File: src/rtl/arc4_pkg.sv
// arc4_pkg: shared FSM states and sizing constants for the ARC4 encryptor.
package arc4_pkg;
    typedef enum logic [2:0] {IDLE, INIT, KSA, RDLEN, PRGA, DONE} state_e;
    localparam int SBOX_SIZE = 256;
    localparam int DEFAULT_KEY_BYTES = 3;
endpackage

File: src/rtl/arc4_sbox_ram.sv
// arc4_sbox_ram: 256x8 single-port synchronous RAM holding the ARC4 state S.
module arc4_sbox_ram
    import arc4_pkg::*;
(
    input  logic       clk,
    input  logic [7:0] addr,
    input  logic [7:0] wrdata,
    input  logic       wren,
    output logic [7:0] rddata
);
    logic [7:0] mem_q [SBOX_SIZE];

    always_ff @(posedge clk) begin
        if (wren) mem_q[addr] <= wrdata;
        rddata <= mem_q[addr];
    end
endmodule

File: src/rtl/arc4_encrypt.sv
// arc4_encrypt: reads a length-prefixed plaintext buffer and writes the ARC4
// ciphertext buffer, copying the length byte through unencrypted.
module arc4_encrypt
    import arc4_pkg::*;
#(
    parameter int KEY_BYTES = DEFAULT_KEY_BYTES
) (
    input  logic                   clk,
    input  logic                   rst,
    input  logic                   en,
    output logic                   rdy,
    input  logic [8*KEY_BYTES-1:0] key,
    output logic [7:0]             pt_addr,
    input  logic [7:0]             pt_rddata,
    output logic [7:0]             ct_addr,
    output logic [7:0]             ct_wrdata,
    output logic                   ct_wren
);
    localparam logic [7:0] KLAST = 8'(KEY_BYTES - 1);

    state_e state_q, state_d;
    logic [2:0] ph_q, ph_d;
    logic [7:0] i_q, i_d, j_q, j_d, k_q, k_d, len_q, len_d;
    logic [7:0] si_q, si_d, sj_q, sj_d, kidx_q, kidx_d;
    logic [8*KEY_BYTES-1:0] key_q, key_d, key_sh;
    logic [7:0] ct_addr_q, ct_addr_d, ct_wrdata_q, ct_wrdata_d;
    logic ct_wren_q, ct_wren_d;
    logic [7:0] s_addr, s_wrdata, s_rddata, key_byte;
    logic s_wren;

    arc4_sbox_ram u_sbox (
        .clk    (clk),
        .addr   (s_addr),
        .wrdata (s_wrdata),
        .wren   (s_wren),
        .rddata (s_rddata)
    );

    // Key byte 0 sits in the top byte, so shift the selected byte up to the top.
    assign key_sh = key_q << (8 * int'(kidx_q));
    assign key_byte = key_sh[8*KEY_BYTES-1 -: 8];

    assign rdy = state_q == IDLE;
    assign pt_addr = k_q;
    assign ct_addr = ct_addr_q;
    assign ct_wrdata = ct_wrdata_q;
    assign ct_wren = ct_wren_q;

    always_ff @(posedge clk or posedge rst) begin
        if (rst) begin
            state_q     <= IDLE;
            ph_q        <= '0;
            i_q         <= '0;
            j_q         <= '0;
            k_q         <= '0;
            len_q       <= '0;
            si_q        <= '0;
            sj_q        <= '0;
            kidx_q      <= '0;
            key_q       <= '0;
            ct_addr_q   <= '0;
            ct_wrdata_q <= '0;
            ct_wren_q   <= 1'b0;
        end else begin
            state_q     <= state_d;
            ph_q        <= ph_d;
            i_q         <= i_d;
            j_q         <= j_d;
            k_q         <= k_d;
            len_q       <= len_d;
            si_q        <= si_d;
            sj_q        <= sj_d;
            kidx_q      <= kidx_d;
            key_q       <= key_d;
            ct_addr_q   <= ct_addr_d;
            ct_wrdata_q <= ct_wrdata_d;
            ct_wren_q   <= ct_wren_d;
        end
    end

    always_comb begin
        state_d     = state_q;
        ph_d        = ph_q;
        i_d         = i_q;
        j_d         = j_q;
        k_d         = k_q;
        len_d       = len_q;
        si_d        = si_q;
        sj_d        = sj_q;
        kidx_d      = kidx_q;
        key_d       = key_q;
        ct_addr_d   = ct_addr_q;
        ct_wrdata_d = ct_wrdata_q;
        ct_wren_d   = 1'b0;
        s_addr      = i_q;
        s_wrdata    = i_q;
        s_wren      = 1'b0;
        case (state_q)
            IDLE: begin
                if (en) begin
                    key_d   = key;
                    i_d     = '0;
                    state_d = INIT;
                end
            end
            INIT: begin
                s_wren = 1'b1;
                i_d    = i_q + 8'd1;
                if (i_q == 8'hFF) begin
                    j_d     = '0;
                    kidx_d  = '0;
                    ph_d    = '0;
                    state_d = KSA;
                end
            end
            // Four cycles per i: read S[i], read S[j], write S[i], write S[j].
            KSA: begin
                case (ph_q)
                    3'd0: ph_d = 3'd1;
                    3'd1: begin
                        si_d   = s_rddata;
                        j_d    = j_q + s_rddata + key_byte;
                        s_addr = j_q + s_rddata + key_byte;
                        ph_d   = 3'd2;
                    end
                    3'd2: begin
                        s_wren   = 1'b1;
                        s_wrdata = s_rddata;
                        ph_d     = 3'd3;
                    end
                    default: begin
                        s_addr   = j_q;
                        s_wrdata = si_q;
                        s_wren   = 1'b1;
                        ph_d     = '0;
                        i_d      = i_q + 8'd1;
                        kidx_d   = kidx_q == KLAST ? 8'd0 : kidx_q + 8'd1;
                        if (i_q == 8'hFF) begin
                            k_d     = '0;
                            state_d = RDLEN;
                        end
                    end
                endcase
            end
            RDLEN: begin
                if (ph_q == 3'd0) begin
                    ph_d = 3'd1;
                end else begin
                    len_d       = pt_rddata;
                    ct_wren_d   = 1'b1;
                    ct_addr_d   = '0;
                    ct_wrdata_d = pt_rddata;
                    k_d         = 8'd1;
                    i_d         = '0;
                    j_d         = '0;
                    ph_d        = '0;
                    state_d     = pt_rddata <= 8'd1 ? DONE : PRGA;
                end
            end
            // Six cycles per byte; pt[k] is addressed for the whole step.
            PRGA: begin
                case (ph_q)
                    3'd0: begin
                        s_addr = i_q + 8'd1;
                        i_d    = i_q + 8'd1;
                        ph_d   = 3'd1;
                    end
                    3'd1: begin
                        si_d   = s_rddata;
                        j_d    = j_q + s_rddata;
                        s_addr = j_q + s_rddata;
                        ph_d   = 3'd2;
                    end
                    3'd2: begin
                        sj_d     = s_rddata;
                        s_wren   = 1'b1;
                        s_wrdata = s_rddata;
                        ph_d     = 3'd3;
                    end
                    3'd3: begin
                        s_addr   = j_q;
                        s_wrdata = si_q;
                        s_wren   = 1'b1;
                        ph_d     = 3'd4;
                    end
                    3'd4: begin
                        s_addr = si_q + sj_q;
                        ph_d   = 3'd5;
                    end
                    default: begin
                        ct_wren_d   = 1'b1;
                        ct_addr_d   = k_q;
                        ct_wrdata_d = pt_rddata ^ s_rddata;
                        k_d         = k_q + 8'd1;
                        ph_d        = '0;
                        if (k_q == len_q - 8'd1) state_d = DONE;
                    end
                endcase
            end
            DONE: state_d = IDLE;
            default: state_d = IDLE;
        endcase
    end
endmodule

File: config.mk
export PLATFORM = sky130hd
export DESIGN_NAME = arc4_encrypt
export DESIGN_NICKNAME = d
export VERILOG_FILES = /design/src/rtl/arc4_pkg.sv /design/src/rtl/arc4_sbox_ram.sv /design/src/rtl/arc4_encrypt.sv
export SDC_FILE = /design/constraint.sdc
export NUM_CORES = 2
export LEC_CHECK = 0
export CAP_MARGIN = 0
export CORE_ASPECT_RATIO = 1.1
export CORE_UTILIZATION = 50
export DETAILED_ROUTE_END_ITERATION = 8
export PLACE_DENSITY_LB_ADDON = 0.3
export SETUP_SLACK_MARGIN = 0.15
export SLEW_MARGIN = 20
export SYNTH_ARGS = -nofsm -noshare
export SYNTH_HDL_FRONTEND = slang
export SYNTH_SLANG_ARGS = --single-unit
File: constraint.sdc
create_clock -name clk -period 9.8 [get_ports clk]
set_input_delay 1.47 -clock clk [delete_from_list [all_inputs] [get_ports clk]]
set_output_delay 1.47 -clock clk [all_outputs]
set_load 0.01 [all_outputs]
==> metrics.txt <==
status finished, final reports clean; Finished Layout Cells 8683; Area contributors post-synth edfxtp_1 70%, nand2_1 5.6%, dfrtp_1 2.9%, a21oi_1 2.8%, mux4_2 2.2%; Initial Util 50.3%; initial antenna violation count 5; Worst Path Required between 10 and 15 ns; commonest cells in the netlist 2048 x edfxtp_1, 1306 x nand2_1, 501 x a21oi_1, 351 x nor2_1, 244 x nand3_1; Slew Viols, Final 0; Reg clk slew, reported paths around 0.070 ns; global route total overflow 0; Pre-antenna DRT Iters 8; Post-Syn Instances 6286; post-CTS setup buffers 0; Worst setup SP type flip-flop; power share of the sequential group 34.9%; count of cell types in the netlist between 80 and 90; Switching Fraction between 40 and 50%; final net count around 6300; PD cells about 330 nW/µm²; asr flop ratio synth roughly 4.8%; width of the die 402 µm; Slew headroom about 16%; Cells after DPL 8292; hpwl dp 143000 µm; clock buffer depth 3; cts-stage hold buffer count 0; Post-route DRC 0; final hold violation count 0; CTS root buf clkbuf_16; CTS resizes 0; Comb pwr share 40.4%; Area Overhead vs Synth 10.5%; initial drt markers a little over 8000; syn nets 6350; CTS Buf Count around 200; RSZ-0062 raised after global routing false; WP data arrival roughly 7.8 ns; ratio of cells with drive above 1 in the final layout under 10%; post-synthesis sequential area ratio 73.0%; io pins a little over 60; Via density 6.43; #FFs+latches synth about 2200; FMAX roughly 140 MHz; # clock sinks about 2200; cell leakage power between 30 and 40 nW; Period minus WS final just over 7 ns; # setup viols final 0; vias in the first global route about 53000; Post-Route Skew slightly above 0.05 ns; Avg Inst Size Synth between 10 and 15 µm²; mapped cell area around 90000 µm²; largest net degree at the start of global routing approximately 190; CP max FO 88; CP Class reg2reg; Ys Warns 0; core box area around 170000 µm²; clock share of power between 20% and 30%; vias around 56000; number of I/O port buffers 60; Internal roughly 0.019 W; clk_lat worst skew slightly below 0.9 ns; maxcap violations 0; largest area contributor in the synthesized netlist edfxtp_1; routability cong. 0.919; Yosys top cell area share 69.9%; slew at the pin closest to its max-slew limit 1.26 ns; total routed wirelength approximately 250000 µm; Hold WS approximately 0.48 ns; cell area after layout about 97000 µm²; global-route wire length before repair between 300000 and 400000 µm; Setup crit end kind flip-flop; gr usage total roughly 28%; sum of negative setup slack 0 ns; worst hold path class reg2reg; P_sw ~0.013 W; fin crit share a little over 70%; H-tree levels 4; Max VDD drop about 0.53 mV; EDFF count, synth a little over 2000; most common cell in the netlist edfxtp_1; Routed Antenna Nets 0; CTS tree done; Synth Flop Type edfxtp_1; Die H 442 µm; DIE AREA between 150000 and 200000 µm²; DR WL/cell about 29 µm; placement-stage cell area around 90000 µm²; # rows about 160
power groups by stage:
stage / registers (W) / logic (W) / clock network, W
floorplan: 0.0116 / 0.00839 / 0
global placement: 0.0115 / 0.0126 / 0
detailed placement: 0.0115 / 0.0128 / 0
CTS: 0.0113 / 0.0128 / 0.00802
global route: 0.0113 / 0.0137 / 0.00835
finish: 0.0113 / 0.0131 / 0.00798
path summary, 6_finish.rpt:
check / startpoint / to / slack [ns] / depth (start not counted)
max: kidx_q[1] / u_sbox.rddata[4] / 2.67 / 17
min: ct_addr[0] / ct_addr[0] / 0.48 / 2
max reg2reg: kidx_q[1] / u_sbox.rddata[4] / 2.67 / 17
min reg2reg: ct_addr[0] / ct_addr[0] / 0.48 / 2
max in group asynchronous: rst / ct_wrdata[3] / 7.51 / 3
min in group asynchronous: rst / key_q[21] / 1.01 / 2
layout make-up:
class	instances	area [µm²]
fillers	13610	77700
flip-flops and latches	2159	64200
multi-input cells	3675	21700
clock buffers	257	5420
well taps	2282	2860
repair buffers	161	1600
clock inverters	127	1300
inverters	15	58.8
diodes	7	17.5
critical path: stages, from the launching register on:
cell and delay (ns):
dfrtp_1 0.60, nor2b_1 0.53, a21oi_1 0.15, nor2_1 0.27, ha_1 0.29, a21o_1 0.19, a21oi_1 0.18, xnor2_1 0.10
o21ai_0 0.34, nand2_4 0.55, buf_12 0.46, nand2_2 0.95, buf_4 0.41, o221ai_1 0.25, a22oi_1 0.22, nand4_1 0.40
a32o_1 0.39, a211oi_1 0.57
cells in the final DEF (no fill, tap or decap), types with 82 or more instances in the layout:
cell type and instances:
edfxtp_1 2048, nand2_1 1295, a22oi_1 147, buf_4 82
nor2_1 346, o21ai_0 115, dfrtp_1 103, clkbuf_16 206
nand3_1 235, mux4_2 86, mux2i_1 119, a21oi_1 500
a32oi_1 202
cell families (layout without fill, tap and decap cells):
group	Yosys count	in the layout	synth area share [%]
and+or+nand+nor	2061	2061	9.63
muxes	259	259	4.25
DFF	2159	2159	73.0
adders and majority gates	29	29	0.438
buffers and inverters	452	560	2.61
xor gates and xnor gates	40	40	0.398
other	0	7	0
AOI/OAI and AO/OA	1286	1286	9.67
flip-flops by register name (all words and copies together) (netlist names):
name           count
j_q                8
pt_addr            8
kidx_q             8
ct_wren            1
ph_q               3
si_q               8
ct_wrdata          8
u_sbox.rddata      8
u_sbox.mem_q    2048
sj_q               8
len_q              8
i_q                8
key_q             24
ct_addr            8
state_q            3
through the flow:
| stage | power [W] | utilization, % | worst slack (ns) |
|---|---|---|---|
| 6_report | 0.0323 | 55.6 | 2.67 |
| 5_1_grt | 0.0334 | 55.6 | 2.48 |
| 4_1_cts | 0.0321 | 55.6 | 2.81 |
| 3_5_place_dp | 0.0242 | 51.7 | 2.87 |
| 3_3_place_gp | 0.0240 | 51.7 | 2.60 |
| 2_1_floorplan | 0.0200 | - | 3.80 |
metal layers:
metal	GRT usage (%)	part of all wire [%]	vias up
met5	0	0.0052	-
met4	13.7	5.2	2
met3	6.01	11	590
met2	43.3	47	3428
met1	37.0	37	28030
li1	-	-	23825
Note: power is estimated with default switching activity, not from simulation.
